**src/rtl/iro_pkg.sv**
```systemverilog
// Shared constants and FSM state type for the ring-oscillator measurement sequencer.
package iro_pkg;

    localparam int IRO_N_STAGES = 25;
    localparam int PHASE_W      = 16;
    localparam int NSEL_W       = 4;

    typedef enum logic [2:0] {
        ST_IDLE,
        ST_LOAD,
        ST_SETTLE,
        ST_RUN,
        ST_HOLD,
        ST_FINISH
    } state_t;

    function automatic int max_int(input int a, input int b);
        return (a > b) ? a : b;
    endfunction

endpackage

```
**src/rtl/iro_phase_sync.sv**
```systemverilog
// Free-running multi-flop synchronizer for the asynchronous ring phase taps.
module iro_phase_sync #(
    parameter int WIDTH  = 16,
    parameter int STAGES = 2
) (
    input  logic             bclk,
    input  logic             rst_n,
    input  logic [WIDTH-1:0] async_in,
    output logic [WIDTH-1:0] sync_out
);

    logic [STAGES-1:0][WIDTH-1:0] stage_q;
    logic [STAGES-1:0][WIDTH-1:0] stage_d;

    for (genvar gi = 0; gi < STAGES; gi++) begin : g_stage
        if (gi == 0) begin : g_head
            assign stage_d[gi] = async_in;
        end else begin : g_tail
            assign stage_d[gi] = stage_q[gi-1];
        end
    end

    always_ff @(posedge bclk or negedge rst_n) begin
        if (!rst_n) begin
            stage_q <= '0;
        end else begin
            stage_q <= stage_d;
        end
    end

    assign sync_out = stage_q[STAGES-1];

endmodule

```
**src/rtl/iro_sequencer.sv**
```systemverilog
// Measurement sequencer for the instrumented ring oscillator: seed load, settle,
// timed run, phase capture and hold. Every pin towards the ring is a flop output.
module iro_sequencer
    import iro_pkg::*;
#(
    parameter int N_STAGES      = IRO_N_STAGES,
    parameter int RUN_W         = 16,
    parameter int SETTLE_CYCLES = 4,
    parameter int HOLD_CYCLES   = 8,
    parameter int SYNC_STAGES   = 2
) (
    input  logic                bclk,
    input  logic                rst_n,
    input  logic                start,
    input  logic                abort,
    input  logic [N_STAGES-1:0] seed_in,
    input  logic [NSEL_W-1:0]   n_stages_in,
    input  logic [RUN_W-1:0]    run_cycles,
    output logic                busy,
    output logic                done,
    output logic [PHASE_W-1:0]  capture,
    output logic                iro_sclk,
    output logic                iro_sdat,
    output logic                iro_enable,
    output logic                iro_hold,
    output logic [NSEL_W-1:0]   iro_n_stages,
    input  logic [PHASE_W-1:0]  iro_phases
);

    localparam int CNT_MAX = max_int(max_int(2 * N_STAGES, SETTLE_CYCLES),
                                     max_int(2 ** RUN_W, HOLD_CYCLES));
    localparam int CNT_W   = $clog2(CNT_MAX);

    state_t               state_q, state_d;
    logic [CNT_W-1:0]     cnt_q, cnt_d;
    logic [N_STAGES-1:0]  seed_q, seed_d;
    logic [RUN_W-1:0]     run_q, run_d;
    logic [NSEL_W-1:0]    n_stages_q, n_stages_d;
    logic [PHASE_W-1:0]   capture_q, capture_d;
    logic                 busy_q, busy_d;
    logic                 done_q, done_d;
    logic                 sclk_q, sclk_d;
    logic                 sdat_q, sdat_d;
    logic                 enable_q, enable_d;
    logic                 hold_q, hold_d;
    logic [PHASE_W-1:0]   phases_sync;

    iro_phase_sync #(
        .WIDTH  (PHASE_W),
        .STAGES (SYNC_STAGES)
    ) u_phase_sync (
        .bclk     (bclk),
        .rst_n    (rst_n),
        .async_in (iro_phases),
        .sync_out (phases_sync)
    );

    // Outputs are computed from the current state, so the pins lag the state by one cycle.
    always_comb begin
        state_d    = state_q;
        cnt_d      = cnt_q;
        seed_d     = seed_q;
        run_d      = run_q;
        n_stages_d = n_stages_q;
        capture_d  = capture_q;
        busy_d     = (state_q != ST_IDLE);
        done_d     = 1'b0;
        sclk_d     = 1'b0;
        sdat_d     = 1'b0;
        enable_d   = 1'b0;
        hold_d     = 1'b0;

        case (state_q)
            ST_IDLE: begin
                if (start) begin
                    seed_d     = seed_in;
                    run_d      = (run_cycles == '0) ? RUN_W'(1) : run_cycles;
                    n_stages_d = n_stages_in;
                    cnt_d      = CNT_W'(2 * N_STAGES - 1);
                    state_d    = ST_LOAD;
                    busy_d     = 1'b1;
                end
            end
            ST_LOAD: begin
                // Odd down-count = low half of a bit slot, even = high half; shift after the high half.
                sclk_d = ~cnt_q[0];
                sdat_d = seed_q[N_STAGES-1];
                if (!cnt_q[0]) begin
                    seed_d = {seed_q[N_STAGES-2:0], 1'b0};
                end
                if (cnt_q == '0) begin
                    state_d = ST_SETTLE;
                    cnt_d   = CNT_W'(SETTLE_CYCLES - 1);
                end else begin
                    cnt_d = cnt_q - CNT_W'(1);
                end
            end
            ST_SETTLE: begin
                if (cnt_q == '0) begin
                    state_d = ST_RUN;
                    cnt_d   = CNT_W'(run_q) - CNT_W'(1);
                end else begin
                    cnt_d = cnt_q - CNT_W'(1);
                end
            end
            ST_RUN: begin
                enable_d = 1'b1;
                if (cnt_q == '0) begin
                    state_d   = ST_HOLD;
                    capture_d = phases_sync;
                    cnt_d     = CNT_W'(HOLD_CYCLES - 1);
                end else begin
                    cnt_d = cnt_q - CNT_W'(1);
                end
            end
            ST_HOLD: begin
                enable_d = 1'b1;
                hold_d   = 1'b1;
                if (cnt_q == '0) begin
                    state_d = ST_FINISH;
                end else begin
                    cnt_d = cnt_q - CNT_W'(1);
                end
            end
            ST_FINISH: begin
                done_d  = 1'b1;
                state_d = ST_IDLE;
            end
            default: begin
                state_d = ST_IDLE;
            end
        endcase

        // Abort overrides everything, including a start in the same cycle.
        if (abort) begin
            state_d    = ST_IDLE;
            seed_d     = seed_q;
            run_d      = run_q;
            n_stages_d = n_stages_q;
            capture_d  = capture_q;
            busy_d     = 1'b0;
            done_d     = 1'b0;
            sclk_d     = 1'b0;
            sdat_d     = 1'b0;
            enable_d   = 1'b0;
            hold_d     = 1'b0;
        end
    end

    always_ff @(posedge bclk or negedge rst_n) begin
        if (!rst_n) begin
            state_q    <= ST_IDLE;
            cnt_q      <= '0;
            seed_q     <= '0;
            run_q      <= '0;
            n_stages_q <= '0;
            capture_q  <= '0;
            busy_q     <= 1'b0;
            done_q     <= 1'b0;
            sclk_q     <= 1'b0;
            sdat_q     <= 1'b0;
            enable_q   <= 1'b0;
            hold_q     <= 1'b0;
        end else begin
            state_q    <= state_d;
            cnt_q      <= cnt_d;
            seed_q     <= seed_d;
            run_q      <= run_d;
            n_stages_q <= n_stages_d;
            capture_q  <= capture_d;
            busy_q     <= busy_d;
            done_q     <= done_d;
            sclk_q     <= sclk_d;
            sdat_q     <= sdat_d;
            enable_q   <= enable_d;
            hold_q     <= hold_d;
        end
    end

    assign busy         = busy_q;
    assign done         = done_q;
    assign capture      = capture_q;
    assign iro_sclk     = sclk_q;
    assign iro_sdat     = sdat_q;
    assign iro_enable   = enable_q;
    assign iro_hold     = hold_q;
    assign iro_n_stages = n_stages_q;

endmodule
```
**config.mk**
```make
export PLATFORM = sky130hd
export DESIGN_NAME = iro_sequencer
export DESIGN_NICKNAME = d
export VERILOG_FILES = /design/src/rtl/iro_pkg.sv /design/src/rtl/iro_phase_sync.sv /design/src/rtl/iro_sequencer.sv
export SDC_FILE = /design/constraint.sdc
export NUM_CORES = 1
export LEC_CHECK = 0
export CAP_MARGIN = 20
export CORE_ASPECT_RATIO = 1.2
export CORE_MARGIN = 4
export CORE_UTILIZATION = 28
export DETAILED_ROUTE_END_ITERATION = 7
export SETUP_SLACK_MARGIN = 0.4
export SYNTH_ARGS = -nofsm -noshare
export SYNTH_HDL_FRONTEND = slang
export SYNTH_HIERARCHICAL = 1
export SYNTH_SLANG_ARGS = --single-unit
```
**constraint.sdc**
```tcl
create_clock -name bclk -period 2 [get_ports bclk]
set_input_delay 0.3 -clock bclk [delete_from_list [all_inputs] [get_ports bclk]]
set_output_delay 0.3 -clock bclk [all_outputs]
set_load 0.1 [all_outputs]
```
==> results of run 1 <==
==> registers in the layout, summed over array words and instances, names as in the netlist <==
register	flops
done	1
iro_sdat	1
iro_n_stages	4
u_phase_sync/stage_d	16
busy	1
capture	16
seed_q	25
cnt_q	16
iro_sclk	1
iro_hold	1
u_phase_sync/sync_out	16
run_q	16
state_q	3
iro_enable	1
==> cell type report <==
class | count | area [um2] | share of cell area
clock buffers | 19 | 443 | 0.0551
clock inverters | 12 | 146 | 0.0182
inverters | 13 | 48.8 | 0.00607
multi-input cells | 324 | 2530 | 0.314
flip-flops and latches | 118 | 2950 | 0.368
well taps | 224 | 280 | 0.0349
repair buffers | 168 | 1630 | 0.203
==> placed cells by master (no fill, tap or decap), types with 10 or more instances in the layout <==
cell type        netlist  layout
nor2_1                48      18
nand2_1               68      66
a21oi_1               20      16
clkdlybuf4s50_1        0      63
a31oi_1               26      26
nor2_4                 1      27
nor3_1                15      12
inv_1                 13      11
dfrtp_1              118     117
xor2_1                10      10
clkbuf_16              0      21
mux2_4                10      10
buf_6                  3      16
mux2_2                25      25
o21ai_1                2      18
buf_4                  1      77
==> critical path: cells and delay by family (launching register included) <==
kind,cells,cell delay [ps]
flops,1,410
compound gates,2,380
simple gates,4,1160
==> power breakdown <==
| group | switching [uW] | internal [uW] | total, uW |
|---|---|---|---|
| clock | 1120 | 1880 | 3000 |
| combinational | 996 | 922 | 1920 |
| sequential | 333 | 2720 | 3050 |
==> repair_timing <==
item,4_1_cts,5_1_grt
pin swaps,13,25
setup endpoints to repair,54,64
hold buffers,1,0
endpoints found under the hold margin,38,0
gates cloned,2,7
buffers inserted,10,20
resized for setup,33,108
==> layer usage <==
layer	part of all wire	wire length, um	vias to the layer above
met5	0	0	-
met4	0.022	308	0
met3	0.039	548	27
met2	0.53	7530	97
met1	0.41	5820	2137
li1	-	-	2010
==> metrics by stage <==
stage	instance area (um2)	utilization	TNS, ps	hold slack [ps]	worst slack (ps)
6_report	8030	0.442	-30.0	324	-30.0
3_3_place_gp	6560	0.361	-98.8	304	-78.3
4_1_cts	7360	0.405	0	305	36.0
5_1_grt	8030	0.442	-329	298	-59.2
2_1_floorplan	5200	-	-6.03	4.41	-6.03
3_5_place_dp	6560	0.361	-384	315	-101
==> cell families after synthesis <==
group	after synthesis
flip-flops	118
AO/OA/AOI/OAI	88
buffers and inverters	34
XOR/XNOR	14
adder cells (fa/ha/maj)	2
AND/OR/NAND/NOR	183
multiplexers	36
==> worst max path at each step <==
stage / from / endpoint / slack, ps / cells after the start
after global routing: cnt_q[10] / cnt_q[4] / -60 / 6
after detailed placement: cnt_q[0] / cnt_q[6] / -100 / 9
after CTS: cnt_q[0] / cnt_q[4] / 40 / 8
after global placement: cnt_q[1] / cnt_q[6] / -80 / 9
final: cnt_q[10] / cnt_q[4] / -30 / 6
after floorplan: cnt_q[0] / cnt_q[4] / -6 / 8
==> results_dict.tcl, run 1 <==
set metrics [dict create \
    status "complete, but fails checks" \
    violations "negative setup slack" \
    period_needed_ps 2030 \
    hold_violations 0 \
    cts.clk_slew.worst_paths_ps 60 \
    top_usage_layer "met2" \
    ant_nets 0 \
    io_pins 91 \
    peakVddDrop_uv 587 \
    cp_max_fo 4 \
    clock.fmax_mhz 493 \
    yosysSeqAreaShare 0.571 \
    use_met2 0.224 \
    grt_max_degree 51 \
    end_kind "flip-flop" \
    io_buffer_count 90 \
    relSlewSlack 0.645 \
    worstHoldPathCells 1 \
    die_x_um 132 \
    synth_top_area_frac 0.571 \
    rows 54 \
    synth_cells 475 \
    use_met3 0.0370 \
    cellLeakagePower_uw 0.00351 \
    detailed_place_hpwl_um 8960 \
    clock_sinks 118 \
    crit_path_cell_trace "nor4_4 -> nand3_4 -> or4_4 -> a21oi_4 -> nor3_2 -> a211oi_2" \
    viasPerCell 4.86 \
    n_fill_cell 1687 \
    wl_per_cell_um 16.2 \
    synth_area_leaders "dfrtp_1 (57%), mux2_2 (5.4%), nand2_1 (4.9%)" \
    setup_ws_ps -30.0 \
    synth_top_family_by_area "simple AND/OR/NAND/NOR gates" \
    drt-initial-drc-count 195 \
    holdPathEnd "u_phase_sync/stage_d[31]" \
    drive_above_1_share 0.388 \
    clock_path_buffers 2 \
    synth_common_cells "dfrtp_1 (118), nand2_1 (68), nor2_1 (48), a31oi_1 (26), mux2_2 (25)" \
    ctsRootBufferMaster "clkbuf_16" \
    clock_skew_ps 7.45 \
    synth_fa_ha_area_frac 0.00484 \
    reg2reg_to "cnt_q[4]" \
    start_kind "flip-flop" \
    timing.rr.start "cnt_q[10]" \
    gp_congestion 0.827 \
    nNetsFinal 709 \
    synth.most_common_cell "dfrtp_1" \
    synth_largest_area_cell "dfrtp_1" \
    netlist_area_um2 5170 \
    gr-total-overflow 0 \
    fp.dieArea_um2 20700 \
    period_share 1.02 \
    slew_viol_final 0 \
    ys_async_sr_fraction 1.00 \
    antenna_found_initial 0 \
    hold_class "in -> reg" \
    htreeDepth 4 \
    crit_path_max_incr_delay_ps 540 \
    critPathSlowestCell "or4_4" \
    layout.cells.non_filler 878 \
    placedCellCount 807 \
    path_class "reg -> reg" \
    initial_core_util 0.284 \
    numCtsBuffers 17 \
    insertion_delay_ps 410 \
    power_density_nw_per_um2 991 \
    ys_ff_latch 118 \
    route.detailed.drc 0 \
    synth-compound-area-share 0.106 \
    synth-edff-count 0 \
    hold_start "iro_phases[15]" \
    synth_xor_area_frac 0.0237 \
    syn-num-nets 542 \
    use_met1 0.150 \
    grt_pass1_vias 4359 \
    rrSetupSlack_ps -30 \
    synth_area_per_cell_um2 10.9 \
    p_total_uw 7960 \
    tightest_slew_ps 532 \
    grt.total_usage 0.128 \
    synth_mux_area_frac 0.0855 \
    die_y_um 157 \
    synth_cell_types 58 \
    vias 4271 \
    drtPass1Iterations 4 \
    synth-main-ff-cell "dfrtp_1" \
    rsz0062_at_grt "yes" \
    postRouteWirelength_um 14200 \
    cap_violations 0 \
    worstPathRequired_ps 2320 \
    core_area_um2 18200 \
    r2r_cells 6 \
    critPathArrivalTime_ps 2350 \
    yosys.area_share.simple 0.178 \
    cts_tree "built" \
    synthToLayoutAreaGrowth_pct 55.4 \
    grt_pass1_wl_um 21300 \
    diodes 0 \
    yosysWarnings 6 \
    setup_viol 1 \
]
Power figures use the tool's default switching activity.
==> run 2, diff against run 1 <==
--- a/config.mk
+++ b/config.mk
@@ -6,9 +6,9 @@
 export NUM_CORES = 1
 export LEC_CHECK = 0
 export CAP_MARGIN = 20
-export CORE_ASPECT_RATIO = 1.2
 export CORE_MARGIN = 4
 export CORE_UTILIZATION = 28
+export CTS_CLUSTER_SIZE = 24
 export DETAILED_ROUTE_END_ITERATION = 7
 export SETUP_SLACK_MARGIN = 0.4
 export SYNTH_ARGS = -nofsm -noshare
==> results_dict.tcl, run 2 (synthesized netlist as in run 1, its figures left out) <==
set metrics [dict create \
    synthToLayoutAreaGrowth_pct 48.7 \
    hold_class "in -> reg" \
    utilization 0.425 \
    core_area_um2 18100 \
    cp_max_fo 3 \
    clock_sinks 118 \
    largest_reg_flops 25 \
    clock_skew_ps 10.4 \
    placed_cell_area_um2 6590 \
    nNetsFinal 692 \
    slew_viol_final 0 \
    end_kind "flip-flop" \
    insertion_delay_ps 410 \
    final_area_um2 7690 \
    ant_nets 0 \
    multi_input_area_um2 2330 \
    setup_viol 2 \
    diodes 0 \
    io_buffer_count 90 \
    drtPass1Iterations 5 \
    clock_path_buffers 2 \
    grt_pass1_vias 4266 \
    postRouteWirelength_um 13300 \
    status "complete, but fails checks" \
    holdPathEnd "run_q[8]" \
    layout.cells.non_filler 867 \
    cts_tree "built" \
    hold_violations 0 \
    relSlewSlack 0.665 \
    fin_hold_ws_ps 300 \
    placedCellCount 813 \
    crit_path_cell_trace "inv_2 -> ha_4 -> nor3b_4 -> nand2_4 -> or4_4 -> a21oi_4 -> nor4_4 -> a211oi_2" \
    grt_max_degree 51 \
    critPathArrivalTime_ps 2340 \
    final_cell_mix "dfrtp_1 (118), buf_4 (67), nand2_1 (66)" \
    gp_congestion 0.841 \
    crit_path_max_incr_delay_ps 540 \
    die_x_um 144 \
    timing.rr.start "cnt_q[0]" \
    hold_start "run_cycles[8]" \
    path_class "reg -> reg" \
    setup_ws_ps -21.3 \
    regMostFlops "seed_q" \
    reg2reg_to "cnt_q[4]" \
    grt.total_usage 0.126 \
    viasPerCell 4.85 \
    cts.clk_slew.worst_paths_ps 50 \
    n_fill_cell 1641 \
    p_total_uw 7700 \
    vias 4204 \
    peakVddDrop_uv 651 \
    layout_commonest_cell "dfrtp_1" \
    worstPathRequired_ps 2320 \
    cellLeakagePower_uw 0.00339 \
    numCtsBuffers 17 \
    wl_per_cell_um 15.3 \
    r2r_cells 8 \
    critPathSlowestCell "or4_4" \
    period_needed_ps 2020 \
    grt_pass1_wl_um 20600 \
    ctsRootBufferMaster "clkbuf_16" \
    tightest_slew_ps 503 \
    route.detailed.drc 0 \
    violations "negative setup slack" \
    period_share 1.01 \
    gr-total-overflow 0 \
    rrSetupSlack_ps -20 \
    drt-initial-drc-count 311 \
    area.sequential_um2 2950 \
    die_y_um 144 \
    detailed_place_hpwl_um 8910 \
    fp.dieArea_um2 20700 \
    drive_above_1_share 0.329 \
    worstHoldPathCells 3 \
    htreeDepth 4 \
    rsz0062_at_grt "yes" \
    cap_violations 0 \
    antenna_found_initial 0 \
    clock.fmax_mhz 495 \
    start_kind "flip-flop" \
    initial_core_util 0.286 \
    io_pins 91 \
    rows 49 \
    power_density_nw_per_um2 1000 \
]
run 2: cell count changes in the layout (fill, tap and decap cells not counted), moves of 3 or more:
cell      change
clkinv_4      -5
nand3_1       +3
nand3_2       -4
o21ai_1      -15
buf_6         -8
nor2_4       -24
o21ai_0      +14
nor2_1       +22
buf_4        -10
run 2: through the flow:
step                      setup TNS, ps  setup slack [ps]
after CTS                             0              2.18
after detailed placement          -90.5             -39.3
after global placement            -25.2             -25.2
final                             -33.5             -21.3
after global routing               -624             -77.7
after floorplan                   -6.03             -6.03
run 2: report_power, final:
part           leakage [uW]  switching (uW)  internal (uW)
clock network      0.000281            1140           1880
logic               0.00166             920            791
registers           0.00144             259           2710
run 2: per-layer routing:
layer | vias to the layer above | track usage | wire length [um]
met5 | - | 0 | 0
met4 | 0 | 0.0605 | 292
met3 | 20 | 0.0353 | 728
met2 | 137 | 0.197 | 6380
met1 | 2054 | 0.162 | 5910
li1 | 1993 | - | -
run 2: how the worst max path moves through the flow:
stage	endpoint	startpoint	depth (start not counted)
2_1_floorplan	cnt_q[4]	cnt_q[0]	8
3_3_place_gp	run_q[0]	run_cycles[8]	6
3_5_place_dp	cnt_q[13]	cnt_q[0]	8
4_1_cts	cnt_q[13]	cnt_q[0]	9
5_1_grt	cnt_q[4]	cnt_q[0]	8
6_report	cnt_q[4]	cnt_q[0]	8
run 2: worst max-delay path: cells and delay by family, from the launching register on:
family / cells / cell delay, ps
and+or+nand+nor: 4 / 930
DFF: 1 / 390
AOI/OAI and AO/OA: 2 / 390
adders and majority gates: 1 / 130
buffers and inverters: 1 / 90
run 2: final cells by class:
| cell class | instances | area share |
|---|---|---|
| Sequential cell | 118 | 0.384 |
| Multi-Input combinational cell | 324 | 0.303 |
| Timing Repair Buffer | 151 | 0.193 |
| Clock buffer | 19 | 0.0576 |
| Tap cell | 229 | 0.0373 |
| Clock inverter | 13 | 0.0189 |
| Inverter | 13 | 0.00635 |
run 2: what timing repair did:
| item | 4_1_cts | 5_1_grt |
|---|---|---|
| endpoints found under the hold margin | 34 | 0 |
| setup buffers | 6 | 8 |
| resized for setup | 19 | 42 |
| hold buffers | 1 | 0 |
| pin swaps | 9 | 10 |
| endpoints found under the setup margin | 38 | 80 |
| cloned | 1 | 6 |
==> run 3, diff against run 2 <==
--- a/config.mk
+++ b/config.mk
@@ -10,6 +10,7 @@
 export CORE_UTILIZATION = 28
 export CTS_CLUSTER_SIZE = 24
 export DETAILED_ROUTE_END_ITERATION = 7
+export GPL_TIMING_DRIVEN = 0
 export SETUP_SLACK_MARGIN = 0.4
 export SYNTH_ARGS = -nofsm -noshare
 export SYNTH_HDL_FRONTEND = slang
==> results_dict.tcl, run 3 (synthesized netlist as in run 1, its figures left out) <==
set metrics [dict create \
    insertion_delay_ps 410 \
    ant_nets 0 \
    gp_congestion 0.792 \
    viasPerCell 4.86 \
    setup_tns_ps -534 \
    crit_path_cell_trace "inv_2 -> ha_4 -> nor3b_4 -> buf_4 -> buf_6 -> nand3_4 -> buf_6 -> o21ai_4 -> a31oi_1 -> o21ai_1 -> nand3_1" \
    start_kind "flip-flop" \
    period_needed_ps 2140 \
    worstPathRequired_ps 2290 \
    io_pins 91 \
    p_seq_frac 0.381 \
    cellLeakagePower_uw 0.00333 \
    detailed_place_hpwl_um 8900 \
    largest_reg_flops 25 \
    relSlewSlack 0.572 \
    core_area_um2 18100 \
    grt_pass1_wl_um 21300 \
    ctsRootBufferMaster "clkbuf_16" \
    nNetsFinal 682 \
    vias 4161 \
    synthToLayoutAreaGrowth_pct 46.5 \
    die_y_um 144 \
    drt-initial-drc-count 282 \
    crit_path_max_incr_delay_ps 390 \
    post-place-ws_ps -425 \
    cts_tree "built" \
    power_density_nw_per_um2 1030 \
    io_buffer_count 89 \
    rsz0062_at_grt "yes" \
    route.detailed.drc 0 \
    hold_class "in -> reg" \
    path_class "reg -> reg" \
    initial_core_util 0.286 \
    cp_max_fo 6 \
    die_x_um 144 \
    gr-total-overflow 0 \
    critPathBufInv 4 \
    clockPowerShare 0.412 \
    status "complete, but fails checks" \
    critPathSlowestCell "dfrtp_1" \
    critPathArrivalTime_ps 2430 \
    wl_per_cell_um 15.8 \
    clock_sinks 118 \
    layout.cells.non_filler 857 \
    rows 49 \
    grt_pass1_vias 4244 \
    swShare 0.291 \
    final_area_um2 7570 \
    placedCellCount 794 \
    p_comb_frac 0.207 \
    cap_violations 0 \
    end_kind "flip-flop" \
    clock_path_buffers 2 \
    placed_cell_area_um2 6410 \
    utilization 0.419 \
    cp_top_family "buffers and inverters" \
    antenna_found_initial 1 \
    cts.clk_slew.worst_paths_ps 60 \
    intPower_uw 5520 \
    slew_viol_final 0 \
    fp.dieArea_um2 20700 \
    layout_commonest_cell "dfrtp_1" \
    violations "negative setup slack" \
    setup_ws_ps -144 \
    htreeDepth 4 \
    numCtsBuffers 17 \
    peakVddDrop_uv 584 \
    cpMostUsedCell "buf_6" \
    drive_above_1_share 0.327 \
    final_cell_mix "dfrtp_1 (116), nand2_1 (66), clkdlybuf4s50_1 (62)" \
    postRouteWirelength_um 13500 \
    hold_violations 0 \
    setup_viol 13 \
    period_share 1.07 \
    clock_skew_ps 10.9 \
    drtPass1Iterations 4 \
    clock.fmax_mhz 466 \
    tightest_slew_ps 642 \
    regMostFlops "seed_q" \
    p_switching_uw 2270 \
    grt_max_degree 68 \
    grt.total_usage 0.131 \
]
[run 3: cell types whose count changed in the layout (fill, tap and decap cells not counted), moves of 4 or more]
cell     previous run  this run
nor2_2              7         3
o21ai_0            17         6
buf_12              7         2
o21ai_1             3        13
inv_6               5         0
buf_4              67        19
buf_6               8        19
buf_2               0        27
[run 3: power by group through the flow]
stage                     Clock, uW  Sequential [uW]  Combinational, uW
after floorplan                   0             3120                729
after global placement            0             2980               1280
after detailed placement          0             3000               1310
after CTS                      3300             2970               1520
after global routing           3410             3020               1750
final                          3210             2970               1610
[run 3: per-stage QoR]
stage | hold slack [ps] | power (uW)
2_1_floorplan | 4.41 | 3840
5_1_grt | 301 | 8180
6_report | 322 | 7800
3_3_place_gp | 333 | 4260
4_1_cts | 301 | 7790
3_5_place_dp | 284 | 4310
[run 3: path summary, 6_finish.rpt]
check	slack, ps	cells after the start	to	from
max reg2reg	-140	11	cnt_q[15]	cnt_q[0]
min in group asynchronous	390	2	run_q[10]	rst_n
max	-140	11	cnt_q[15]	cnt_q[0]
min reg2reg	350	0	u_phase_sync/sync_out[9]	u_phase_sync/stage_d[25]
max in group asynchronous	890	3	state_q[1]	rst_n
min	320	1	u_phase_sync/stage_d[31]	iro_phases[15]
[run 3: area by class of cell]
class,instances,area [um2]
repair buffers,120,1090
clock inverters,12,179
inverters,13,48.8
fillers,1673,10500
multi-input cells,324,2360
well taps,229,287
plain buffers,21,205
clock buffers,19,443
flip-flops and latches,118,2960
diodes,1,2.50
[run 3: worst reg2reg max path, cell delays in order, from the launching register on]
cell and delay [ps]:
dfrtp_1 390, inv_2 80, ha_4 130, nor3b_4 290
buf_4 180, buf_6 90, nand3_4 130, buf_6 180
o21ai_4 190, a31oi_1 90, o21ai_1 170, nand3_1 110
[run 3: layer usage]
layer | GRT usage | up-vias | part of all wire | routed length (um)
met2 | 0.214 | 132 | 0.49 | 6660
li1 | - | 1962 | - | -
met5 | 0 | - | 0 | 0
met1 | 0.163 | 2046 | 0.43 | 5800
met3 | 0.0346 | 21 | 0.055 | 750
met4 | 0.0555 | 0 | 0.024 | 319
[run 3: what timing repair did]
item / in CTS / in global routing
pin swaps: 21 / 19
buffers inserted: 21 / 6
cloned: 2 / 1
hold buffers: 1 / 0
hold endpoints to repair: 51 / 0
gates resized for setup: 216 / 39
setup endpoints to repair: 107 / 80
